File: src/rtl/score_pkg.sv
// Shared definitions for the score path: widths, BCD conversion FSM states
// and active-low seven-segment codes ({g,f,e,d,c,b,a}).
package score_pkg;

  localparam int NUM_DIGITS = 3;
  localparam int SCORE_W    = 7;
  localparam int BCD_W      = 4 * NUM_DIGITS;

  typedef enum logic [1:0] {
    ST_IDLE  = 2'd0,
    ST_SHIFT = 2'd1,
    ST_DONE  = 2'd2
  } state_t;

  localparam logic [6:0] SEG_0     = 7'b1000000;
  localparam logic [6:0] SEG_1     = 7'b1111001;
  localparam logic [6:0] SEG_2     = 7'b0100100;
  localparam logic [6:0] SEG_3     = 7'b0110000;
  localparam logic [6:0] SEG_4     = 7'b0011001;
  localparam logic [6:0] SEG_5     = 7'b0010010;
  localparam logic [6:0] SEG_6     = 7'b0000010;
  localparam logic [6:0] SEG_7     = 7'b1111000;
  localparam logic [6:0] SEG_8     = 7'b0000000;
  localparam logic [6:0] SEG_9     = 7'b0010000;
  localparam logic [6:0] SEG_BLANK = 7'b1111111;

  // Double-dabble correction: any nibble >= 5 gets +3 before the next shift.
  function automatic logic [BCD_W-1:0] dabble_adjust(input logic [BCD_W-1:0] s);
    logic [BCD_W-1:0] r;
    r = s;
    for (int i = 0; i < NUM_DIGITS; i++) begin
      if (s[4*i +: 4] >= 4'd5) r[4*i +: 4] = s[4*i +: 4] + 4'd3;
    end
    return r;
  endfunction

endpackage

File: src/rtl/score_display_if.sv
// Bundle between the score source and the display block.
// No handshake: score is sampled as a level every cycle; the outputs are plain registered levels.
interface score_display_if;
  import score_pkg::*;

  logic [SCORE_W-1:0] score;
  logic [3:0]         an;
  logic [6:0]         seg;
  logic [BCD_W-1:0]   bcd;
  logic               busy;
  state_t             state;

  modport master (output score, input an, seg, bcd, busy, state);
  modport slave  (input score, output an, seg, bcd, busy, state);

endinterface

File: src/rtl/seg7_decode.sv
// Combinational BCD nibble to active-low seven-segment decoder; non-decimal
// nibbles produce a blank digit.
module seg7_decode
  import score_pkg::*;
(
  input  logic [3:0] nib,
  output logic [6:0] seg
);

  always_comb begin
    case (nib)
      4'd0:    seg = SEG_0;
      4'd1:    seg = SEG_1;
      4'd2:    seg = SEG_2;
      4'd3:    seg = SEG_3;
      4'd4:    seg = SEG_4;
      4'd5:    seg = SEG_5;
      4'd6:    seg = SEG_6;
      4'd7:    seg = SEG_7;
      4'd8:    seg = SEG_8;
      4'd9:    seg = SEG_9;
      default: seg = SEG_BLANK;
    endcase
  end

endmodule

File: src/rtl/score_display.sv
// Score to 3-digit BCD (double dabble FSM) and a multiplexed 4-digit active-low display.
// Define SCORE_DISP_LZB_EN to blank leading zeros on the hundreds/tens digits.
module score_display
  import score_pkg::*;
#(
  parameter int SCAN_BITS = 18
) (
  input  logic            clk,
  input  logic            rst,
  score_display_if.slave  sif
);

  state_t             state_q,   state_d;
  logic               busy_q,    busy_d;
  logic [SCORE_W-1:0] last_q,    last_d;
  logic [SCORE_W-1:0] shreg_q,   shreg_d;
  logic [BCD_W-1:0]   scratch_q, scratch_d;
  logic [2:0]         bitcnt_q,  bitcnt_d;
  logic [BCD_W-1:0]   bcd_q,     bcd_d;
  logic [SCAN_BITS-1:0] scan_q,  scan_d;
  logic [3:0]         an_q,      an_d;
  logic [6:0]         seg_q,     seg_d;

  logic [BCD_W-1:0]   adj;
  logic [1:0]         digit;
  logic [3:0]         nib;
  logic [6:0]         seg_dec;
  logic               blank;

  always_comb begin
    state_d   = state_q;
    busy_d    = busy_q;
    last_d    = last_q;
    shreg_d   = shreg_q;
    scratch_d = scratch_q;
    bitcnt_d  = bitcnt_q;
    bcd_d     = bcd_q;
    adj       = dabble_adjust(scratch_q);
    case (state_q)
      ST_IDLE: begin
        if (sif.score != last_q) begin
          last_d    = sif.score;
          shreg_d   = sif.score;
          scratch_d = '0;
          bitcnt_d  = '0;
          state_d   = ST_SHIFT;
          busy_d    = 1'b1;
        end
      end
      ST_SHIFT: begin
        {scratch_d, shreg_d} = {adj, shreg_q} << 1;
        if (bitcnt_q == 3'd6) state_d = ST_DONE;
        else                  bitcnt_d = bitcnt_q + 3'd1;
      end
      ST_DONE: begin
        bcd_d   = scratch_q;
        state_d = ST_IDLE;
        busy_d  = 1'b0;
      end
      default: begin
        state_d = ST_IDLE;
        busy_d  = 1'b0;
      end
    endcase
  end

  // Scan path works from this cycle's counter and bcd, so the pins lag by one cycle.
  assign digit = scan_q[SCAN_BITS-1 -: 2];

  always_comb begin
    case (digit)
      2'd0:    nib = bcd_q[3:0];
      2'd1:    nib = bcd_q[7:4];
      2'd2:    nib = bcd_q[11:8];
      default: nib = 4'd0;
    endcase
  end

  seg7_decode u_dec (
    .nib (nib),
    .seg (seg_dec)
  );

  always_comb begin
`ifdef SCORE_DISP_LZB_EN
    blank = (digit == 2'd3) ||
            (digit == 2'd2 && bcd_q[11:8] == 4'd0) ||
            (digit == 2'd1 && bcd_q[11:4] == 8'd0);
`else
    blank = (digit == 2'd3);
`endif
    scan_d = scan_q + SCAN_BITS'(1);
    an_d   = 4'b1111;
    seg_d  = SEG_BLANK;
    if (!blank) begin
      an_d[digit] = 1'b0;
      seg_d       = seg_dec;
    end
  end

  always_ff @(posedge clk) begin
    if (rst) begin
      state_q   <= ST_IDLE;
      busy_q    <= 1'b0;
      last_q    <= '0;
      shreg_q   <= '0;
      scratch_q <= '0;
      bitcnt_q  <= '0;
      bcd_q     <= '0;
      scan_q    <= '0;
      an_q      <= 4'b1111;
      seg_q     <= SEG_BLANK;
    end else begin
      state_q   <= state_d;
      busy_q    <= busy_d;
      last_q    <= last_d;
      shreg_q   <= shreg_d;
      scratch_q <= scratch_d;
      bitcnt_q  <= bitcnt_d;
      bcd_q     <= bcd_d;
      scan_q    <= scan_d;
      an_q      <= an_d;
      seg_q     <= seg_d;
    end
  end

  assign sif.an    = an_q;
  assign sif.seg   = seg_q;
  assign sif.bcd   = bcd_q;
  assign sif.busy  = busy_q;
  assign sif.state = state_q;

endmodule

File: src/flat_wrapper.sv
// flat-port wrapper written by rule: the top's interface ports become plain ports
module score_display_flat import score_pkg::*;
#(
  parameter int SCAN_BITS = 18
)
  (clk, rst, sif_score, sif_an, sif_seg, sif_bcd, sif_busy, sif_state);
  score_display_if sif_i ();
  input  logic clk;
  input  logic rst;
  input wire logic [$bits(sif_i.score)-1:0] sif_score;
  output wire logic [$bits(sif_i.an)-1:0] sif_an;
  output wire logic [$bits(sif_i.seg)-1:0] sif_seg;
  output wire logic [$bits(sif_i.bcd)-1:0] sif_bcd;
  output wire logic [$bits(sif_i.busy)-1:0] sif_busy;
  output wire logic [$bits(sif_i.state)-1:0] sif_state;
  assign sif_i.score = sif_score;
  assign sif_an = sif_i.an;
  assign sif_seg = sif_i.seg;
  assign sif_bcd = sif_i.bcd;
  assign sif_busy = sif_i.busy;
  assign sif_state = sif_i.state;
  score_display #(.SCAN_BITS(SCAN_BITS)) u_core (.clk(clk), .rst(rst), .sif(sif_i));
endmodule
File: config.mk
export PLATFORM = sky130hd
export DESIGN_NAME = score_display_flat
export DESIGN_NICKNAME = d
export VERILOG_FILES = /design/src/rtl/score_pkg.sv /design/src/rtl/score_display_if.sv /design/src/rtl/seg7_decode.sv /design/src/rtl/score_display.sv /design/src/flat_wrapper.sv
export SDC_FILE = /design/constraint.sdc
export NUM_CORES = 1
export LEC_CHECK = 0
export BUFFER_PORTS_ARGS = -buffer_cell sky130_fd_sc_hd__buf_2
export CAP_MARGIN = 20
export CORE_ASPECT_RATIO = 1.25
export CORE_MARGIN = 2
export CORE_UTILIZATION = 45
export CTS_CLUSTER_SIZE = 12
export DETAILED_ROUTE_END_ITERATION = 8
export HOLD_SLACK_MARGIN = 0.03
export PLACE_DENSITY = 0.75
export SLEW_MARGIN = 40
export SYNTH_ARGS = -nofsm -noshare
export SYNTH_HDL_FRONTEND = slang
export SYNTH_SLANG_ARGS = --single-unit
File: constraint.sdc
create_clock -name clk -period 2.9 [get_ports clk]
set_input_delay 0.145 -clock clk [delete_from_list [all_inputs] [get_ports clk]]
set_output_delay 0.145 -clock clk [all_outputs]
set_load 0.01 [all_outputs]
==> out/metrics.yaml, run 1 <==
sta:
  hold_viol: 0
  fmax_mhz: 470
  hold-worst-slack_ns: 0.0712
  slew_headroom_pct: 55.1
  layout_setup_ws_ns: 0.774
  timing.setup.tns_ns: 0
  tightest_slew_ns: 0.671
  fin_crit_ns: 2.13
  period_share_pct: 73.3
  rsz0062_at_grt: "no"
  finalSetupViolations: 0
  drv_slew: 0
  final.setup_skew_ns: 0.00887
synth:
  synth_seq_cells: 73
  syn-cell-area_um2: 3430
  synth_top_area_share_pct: 42.6
  synth-edff-count: 0
  ys_seq_area_share_pct: 42.6
  synth_largest_area_cell: "dfxtp_1"
  ys_types: 44
  synthTopCellsByArea: "dfxtp_1 (43%), nand2_1 (5.6%), mux2i_1 (5.3%), ha_1 (5.1%), xnor2_1 (3.8%)"
  syn_nets: 400
  synth_flop_cell: "dfxtp_1"
  yosysWarningCount: 0
  async_reset_ff_share_pct: 0
  synthTopCellsByCount: "dfxtp_1 (73), nand2_1 (51), nor2_1 (25)"
  synth.most_common_cell: "dfxtp_1"
  syn-instance-count: 377
  synth.avg_cell_area_um2: 9.09
finish:
  nets: 429
  syn2layout_area_growth_pct: 11.2
  antenna_cells: 0
  instances_no_fill: 503
  multi_input_area_um2: 1810
  num-fill-cells: 723
  seqCellArea_um2: 1460
  drive_gt1_share_pct: 16.3
critical_path:
  arrival_ns: 2.33
  worstPathRequired_ns: 3.10
  crit_fanout: 11
  crit_type: "register to register"
  worstReg2RegStart: "u_core.scan_q[16]"
  cp-start-kind: "register"
  crit_path_end_kind: "register"
  timing.critical_path.from: "u_core.scan_q[16]"
global_routing:
  globalRouteOverflowTotal: 0
  grt_first_pass_wirelength_um: 11500
  grt_pass1_vias: 2515
  grt_usage_pct: 17.8
  grt_max_degree: 34
  antenna_found_initial: 0
power_and_ir_drop:
  total_power_uw: 1890
  p_leak_uw: 0.00151
  p_per_area_nw_per_um2: 495
  peakVddDrop_v: 0.000255
clocking:
  path_clk_slew_ns: 0.07
  cts-root-buf: "clkbuf_8"
  cts_tree: "built"
  insertion_delay_ns: 0.35
  cts_made_buffers: 9
  postCtsHoldBufs: 0
  cts_num_sinks: 73
  cts_setup_buffers: 0
  clockBufferDepth: 2
  ctsHtreeMaxLevel: 3
  cts_resized: 0
detailed_routing:
  initialDrtViolationCount: 121
  drc: 0
  drt_pass1_iterations: 4
  routed_wirelength_um: 6820
  post_drt_wl_per_cell_um: 13.6
  ant_nets: 0
  num_vias: 2691
  vias_per_cell: 5.35
min_path:
  hp-start: "sif_score[1]"
  hold_class: "input pin to register"
floorplan:
  chipWidth_um: 82.1
  core_um2: 7400
  dieArea_um2: 8340
  rows: 35
  ios: 35
  die_y_um: 102
  initial_core_util_pct: 46.3
place:
  place_hpwl_um: 4850
  place.gp.congestion: 0.796
  place_inst: 487
  post-place-ws_ns: 0.817
  numPortBuffers: 34
job:
  drv_cap: 0
run_status:
  status: "finished clean"
## routing by layer
metal / wire length [um] / up-vias / track usage (%)
li1: - / 1368 / -
met1: 3140 / 1278 / 21.3
met2: 3350 / 35 / 30.3
met3: 214 / 10 / 4.28
met4: 116 / 0 / 7.44
met5: 0 / - / 0
## registers in the layout (all words and copies together), names as in the netlist
name / cells
u_core.scan_q: 18
u_core.scratch_q: 12
u_core.bitcnt_q: 3
u_core.sif.bcd: 12
u_core.last_q: 7
u_core.sif.seg: 7
u_core.sif.busy: 1
u_core.sif.state: 2
u_core.sif.an: 4
u_core.shreg_q: 7
## cell type report
class	instances	area share, %
Multi-Input combinational cell	265	47.3
Sequential cell	73	38.3
Timing Repair Buffer	37	5.05
Clock buffer	11	3.44
Tap cell	92	3.02
Inverter	20	1.97
Clock inverter	5	0.853
## power breakdown
| part | internal (uW) | leakage (uW) | total [uW] | switching [uW] |
|---|---|---|---|---|
| clock | 309 | 0.0000870 | 686 | 377 |
| combinational | 60.4 | 0.000823 | 150 | 89.4 |
| sequential | 1030 | 0.000596 | 1050 | 20.6 |
## through the flow
| stage | util [%] | instance area [um^2] |
|---|---|---|
| 2_1_floorplan | - | 3430 |
| 3_3_place_gp | 49.3 | 3650 |
| 3_5_place_dp | 49.3 | 3650 |
| 4_1_cts | 51.5 | 3810 |
| 5_1_grt | 51.5 | 3810 |
| 6_report | 51.5 | 3810 |
## placed cells by master (no fill, tap or decap), drive strengths merged, types with 12 or more instances in the layout
cell type   n
inv        20
buf        37
ha         14
nand2      51
mux2i      18
xnor2      15
nand3      12
nor2       25
dfxtp      73
a21oi      20
## path summary, 6_finish.rpt
| check | endpoint | slack [ns] | depth (start not counted) |
|---|---|---|---|
| max | u_core.sif.seg[3] | 0.77 | 6 |
| min | u_core.last_q[1] | 0.07 | 3 |
| max reg2reg | u_core.sif.seg[3] | 0.77 | 6 |
| min reg2reg | u_core.shreg_q[3] | 0.46 | 2 |
## logic make-up (layout without fill, tap and decap cells)
family          after synthesis  in the layout  share of synthesized area [%]
mux                          28             28                           8.54
fa+ha+maj                    14             14                           5.11
buf+inv                      39             73                           4.71
compound gates               67             67                           14.1
flops                        73             73                           42.6
other cells                   1              1                          0.109
simple gates                129            129                           18.2
xor+xnor                     26             26                           6.64
## critical path, stage by stage, from the launching register on
cell	delay, ns
dfxtp_1	0.54
nor2b_1	0.45
o2bb2ai_1	0.25
inv_1	0.15
ha_1	0.33
mux2i_1	0.16
o211ai_1	0.10
No activity file was read; power rests on OpenSTA's default activity.
==> run 2: changes to the inputs <==
ABC_AREA = 1   (was not set)
clock period = 2.14 ns   (was 2.9 ns; I/O delays follow)
==> run 2 against run 1 <==
Net effect: core utilization grew 1.3 points; synthesized cell count grew 22%; final area up 2.6%; largest power group unchanged; first-iteration DRC count decreased by 0.83%.
==> out/metrics.yaml, run 2 <==
critical_path:
  worstPathRequired_ns: 2.36
  cp_common_cell: "nand2_1"
  crit_chain: "nor2_1 > nand2_1 > nand3_1 > inv_1 > ha_1 > or2_1 > nand2_1 > nand2_1"
  arrival_ns: 1.98
  crit_path_end_kind: "register"
  crit_fanout: 6
  timing.critical_path.slowest_stage_cell: "dfxtp_1"
  cp-start-kind: "register"
  critPathBufInv: 1
  crit_type: "register to register"
  crit_family: "simple AND/OR/NAND/NOR gates"
  cp_slowest_stage_delay_ns: 0.37
finish:
  final_cell_mix: "nand2_1 (101), dfxtp_1 (73), a21oi_1 (55)"
  nets: 516
  num-fill-cells: 702
  top_register: "u_core.scan_q"
  mostFrequentLayoutCell: "nand2_1"
  antenna_cells: 0
  syn2layout_area_growth_pct: 13.8
  drive_gt1_share_pct: 15.1
  largest_reg_flops: 18
  multi_input_area_um2: 1680
  seqCellArea_um2: 1460
global_routing:
  grtUsageMet3_pct: 3.21
  grt_usage_pct: 18.4
  antenna_found_initial: 0
  grt_max_degree: 39
  grt.busiest_layer: "met2"
  grt_pass1_vias: 2931
  grt_util_met2_pct: 32.1
  grt_util_met1_pct: 21.6
  grt_first_pass_wirelength_um: 12300
  globalRouteOverflowTotal: 0
clocking:
  clockBufferDepth: 2
  cts_num_sinks: 73
  cts-root-buf: "clkbuf_8"
  cts_resized: 0
  postCtsHoldBufs: 1
  cts_tree: "built"
  path_clk_slew_ns: 0.08
  insertion_delay_ns: 0.34
  cts_made_buffers: 9
  ctsHtreeMaxLevel: 3
  cts_setup_buffers: 0
synth:
  syn_nets: 482
  synth.most_common_cell: "nand2_1"
  synth_flop_cell: "dfxtp_1"
  synth.avg_cell_area_um2: 7.49
  syn-cell-area_um2: 3440
  yosysWarningCount: 0
  synth_largest_area_cell: "dfxtp_1"
  synth_top_area_share_pct: 42.5
  synth_seq_cells: 73
  synth-edff-count: 0
  ys_types: 35
  async_reset_ff_share_pct: 0
  synthTopCellsByCount: "nand2_1 (101), dfxtp_1 (73), a21oi_1 (55)"
  syn-instance-count: 459
  ys_seq_area_share_pct: 42.5
  synthTopCellsByArea: "dfxtp_1 (43%), nand2_1 (11%), a21oi_1 (8.0%), nand3_1 (6.6%), inv_1 (5.2%)"
detailed_routing:
  initialDrtViolationCount: 120
  drt_pass1_iterations: 4
  post_drt_wl_per_cell_um: 11.7
  routed_wirelength_um: 6890
  ant_nets: 0
  drc: 0
  num_vias: 3019
  vias_per_cell: 5.12
run_status:
  status: "finished clean"
job:
  drv_cap: 0
sta:
  slew_headroom_pct: 53.2
  drv_slew: 0
  finalSetupViolations: 0
  hold_viol: 0
  final.setup_skew_ns: 0.00830
  layout_setup_ws_ns: 0.384
  fin_crit_ns: 1.76
  rsz0062_at_grt: "no"
  period_share_pct: 82.0
  tightest_slew_ns: 0.698
  fmax_mhz: 570
  timing.setup.tns_ns: 0
place:
  place_hpwl_um: 4760
  numPortBuffers: 34
  post-place-ws_ns: 0.430
  place.gp.congestion: 0.848
power_and_ir_drop:
  peakVddDrop_v: 0.000562
  p_per_area_nw_per_um2: 749
  p_leak_uw: 0.00167
floorplan:
  initial_core_util_pct: 46.5
  rows: 35
  dieArea_um2: 8360
  die_y_um: 102
  core_um2: 7400
  ios: 35
  chipWidth_um: 82.2
min_path:
  hold_class: "input pin to register"
==> run 2: changes by cell type in the layout (fill, tap and decap cells not counted), sizes merged, moves of 6 or more <==
cell	previous run	this run
a211oi	10	1
mux2	10	0
mux2i	18	0
o21ai	7	37
nor2b	9	0
nand2b	6	0
inv	20	52
a21oi	20	55
xor2	11	3
nand3	12	51
xnor2	15	3
nand2	51	103
==> run 2: path summary, 6_finish.rpt <==
kind                                   startpoint                 to  slack (ns)  cells past startpoint
worst min-delay path                 sif_score[1]   u_core.last_q[1]        0.05                      3
worst min register to register  u_core.scan_q[15]  u_core.scan_q[15]        0.44                      2
worst max-delay path            u_core.scan_q[16]  u_core.sif.seg[3]        0.38                      8
worst max register to register  u_core.scan_q[16]  u_core.sif.seg[3]        0.38                      8
==> run 2: metrics by stage <==
stage / cell area (um^2) / hold WS (ns) / utilization, % / cells / total power, uW
2_1_floorplan: 3440 / 0.230 / - / 459 / 1600
3_3_place_gp: 3660 / 0.390 / 49.4 / 573 / 1640
3_5_place_dp: 3660 / 0.384 / 49.4 / 573 / 1650
4_1_cts: 3910 / 0.0354 / 52.8 / 590 / 2950
5_1_grt: 3910 / 0.0496 / 52.8 / 590 / 3050
6_report: 3910 / 0.0491 / 52.8 / 590 / 2930
==> run 2: worst min-delay path, delay by kind of cell <==
kind,cells,cell delay (ns)
buffers and inverters,1,0.11
AO/OA/AOI/OAI,1,0.06
AND/OR/NAND/NOR,1,0.07
==> run 2: power breakdown <==
part / internal (uW) / switching [uW] / total (uW)
sequential: 1400 / 24.8 / 1420
clock: 805 / 504 / 1310
combinational: 70.0 / 128 / 198
==> run 2: per-layer routing <==
metal	wire length, um	part of all wire [%]	vias up
li1	-	-	1562
met1	3110	45	1383
met2	3380	49	60
met3	238	3.5	14
met4	159	2.3	0
met5	0	0	-
==> run 2: kinds of logic after synthesis <==
| logic type | Yosys count | share of synthesized area (%) |
|---|---|---|
| simple gates | 199 | 27.1 |
| compound gates | 97 | 15.1 |
| flops | 73 | 42.5 |
| buf+inv | 69 | 8.59 |
| fa+ha+maj | 14 | 5.09 |
| xor+xnor | 6 | 1.53 |
| other cells | 1 | 0.109 |
==> run 2: layout make-up <==
type,instances,share of cell area (%)
multi-input combinational,317,43.0
tap,92,2.94
inverter,53,5.09
clock inverter,5,2.62
sequential,73,37.4
timing repair buffer,39,5.37
clock buffer,11,3.61
==> run 3: changes to the inputs <==
PLACE_DENSITY = 0.77   (was 0.75)
clock period = 1.56 ns   (was 2.14 ns; I/O delays follow)
==> run 3 against run 2 <==
Net effect: global-route usage fell by 0.47 points; non-clock buffer count is 17 higher; combinational power increased by 53%; largest power group unchanged; setup slack lost 0.31 ns; routed wire length up 1.3%; highest routed layer unchanged.
==> out/metrics.yaml, run 3 (synthesis gave the netlist of run 2 again) <==
critical_path:
  crit_path_end_kind: "register"
  reg2reg_depth: 9
  timing.critical_path.slowest_stage_cell: "dfxtp_4"
  critPathBufInv: 3
  rr_endpoint: "u_core.sif.seg[1]"
  cp_slowest_stage_delay_ns: 0.38
  timing.critical_path.from: "u_core.scan_q[17]"
  rrSetupSlack_ns: 0.08
  cp_common_cell: "inv_2"
  crit_family: "simple AND/OR/NAND/NOR gates"
  crit_fanout: 4
  worstPathRequired_ns: 1.85
  worstReg2RegStart: "u_core.scan_q[17]"
  cp-start-kind: "register"
  crit_chain: "inv_2 > nor2_4 > nand2_2 > nand3_2 > inv_2 > ha_1 > or2_1 > buf_4 > nand2_1"
  crit_type: "register to register"
  crit_end: "u_core.sif.seg[1]"
  cp.depth: 9
  arrival_ns: 1.77
job:
  drv_cap: 0
finish:
  seqCellArea_um2: 1470
  num-fill-cells: 673
  nets: 533
  mostFrequentLayoutCell: "nand2_1"
  top_register: "u_core.scan_q"
  drive_gt1_share_pct: 19.4
  largest_reg_flops: 18
  multi_input_area_um2: 1730
  syn2layout_area_growth_pct: 19.5
  final_cell_mix: "nand2_1 (100), dfxtp_1 (68), a21oi_1 (55)"
  antenna_cells: 0
detailed_routing:
  num_vias: 3033
  drt_pass1_iterations: 5
  routed_wirelength_um: 6980
  initialDrtViolationCount: 133
  post_drt_wl_per_cell_um: 11.5
  vias_per_cell: 5.00
  drc: 0
  ant_nets: 0
clocking:
  clockBufferDepth: 2
  cts_tree: "built"
  path_clk_slew_ns: 0.07
  cts-root-buf: "clkbuf_8"
  ctsHtreeMaxLevel: 3
  insertion_delay_ns: 0.34
  cts_made_buffers: 9
  cts_num_sinks: 73
floorplan:
  initial_core_util_pct: 46.5
  dieArea_um2: 8360
  core_um2: 7400
  die_y_um: 102
  ios: 35
  chipWidth_um: 82.2
  rows: 35
sta:
  finalSetupViolations: 0
  timing.setup.tns_ns: 0
  layout_setup_ws_ns: 0.0778
  drv_slew: 0
  fin_crit_ns: 1.48
  hold_viol: 0
  hold-worst-slack_ns: 0.0441
  final.setup_skew_ns: 0.00845
  period_share_pct: 95.0
  fmax_mhz: 675
power_and_ir_drop:
  switching_share_pct: 23.2
  p_per_area_nw_per_um2: 958
  peakVddDrop_v: 0.000693
  seq_power_share_pct: 49.5
  p_leak_uw: 0.00176
  pwr-share-clk_pct: 42.8
  internal-power_uw: 3020
  switchingPower_uw: 913
  pwr-share-comb_pct: 7.7
global_routing:
  grtUsageMet3_pct: 3.03
  grt_first_pass_wirelength_um: 12000
  grt_util_met2_pct: 32.0
  grt.busiest_layer: "met2"
  grt_util_met1_pct: 20.2
  grt_usage_pct: 18.0
  grt_pass1_vias: 2893
  globalRouteOverflowTotal: 0
  antenna_found_initial: 0
  grt_max_degree: 39
place:
  post-place-ws_ns: 0.0571
  place.gp.congestion: 0.871
  numPortBuffers: 34
  place_hpwl_um: 4880
run_status:
  status: "finished clean"
min_path:
  hold_class: "input pin to register"
## run 3: metrics by stage
step,power [uW],cell area (um^2),cells,utilization [%]
6_report,3940,4110,607,55.5
3_5_place_dp,2270,3730,583,50.4
2_1_floorplan,2200,3440,459,-
3_3_place_gp,2260,3730,583,50.4
5_1_grt,4100,4110,607,55.5
4_1_cts,3960,4020,605,54.4
## run 3: per-layer routing
layer | up-vias | wire length (um)
li1 | 1596 | -
met1 | 1357 | 3110
met2 | 68 | 3470
met3 | 12 | 274
met4 | 0 | 127
met5 | - | 0
## run 3: final cells by class
type	count	share of cell area, %
flip-flops and latches	73	35.8
well taps	92	2.80
multi-input cells	317	42.1
inverters	53	4.84
repair buffers	56	8.77
clock inverters	4	1.83
clock buffers	12	3.78
## run 3: how the worst min path moves through the flow
| stage | slack, ns | cells after the start | end | start |
|---|---|---|---|---|
| 2_1_floorplan | 0.20 | 2 | u_core.sif.seg[4] | rst |
| 3_3_place_gp | 0.36 | 3 | u_core.sif.seg[4] | rst |
| 3_5_place_dp | 0.37 | 3 | u_core.sif.seg[4] | rst |
| 4_1_cts | 0.04 | 3 | u_core.last_q[3] | sif_score[3] |
| 5_1_grt | 0.08 | 3 | u_core.last_q[0] | sif_score[0] |
| 6_report | 0.04 | 3 | u_core.last_q[3] | sif_score[3] |
## run 3: timing repair
item                                    4_1_cts  5_1_grt
resized for setup                             0       21
endpoints found under the setup margin        0       33
setup buffers                                 0        3
endpoints found under the hold margin         6        0
hold buffers                                  6        0
## run 3: power by group through the flow
stage | registers, uW | clock network, uW | logic (uW)
4_1_cts | 1950 | 1710 | 293
2_1_floorplan | 2000 | 0 | 204
3_5_place_dp | 1990 | 0 | 280
6_report | 1950 | 1690 | 303
5_1_grt | 1960 | 1790 | 350
3_3_place_gp | 1990 | 0 | 273
## run 3: tightest hold or removal path, stage by stage
cell and delay, ns:
buf_2 0.11, nand3_1 0.07, a21oi_1 0.06
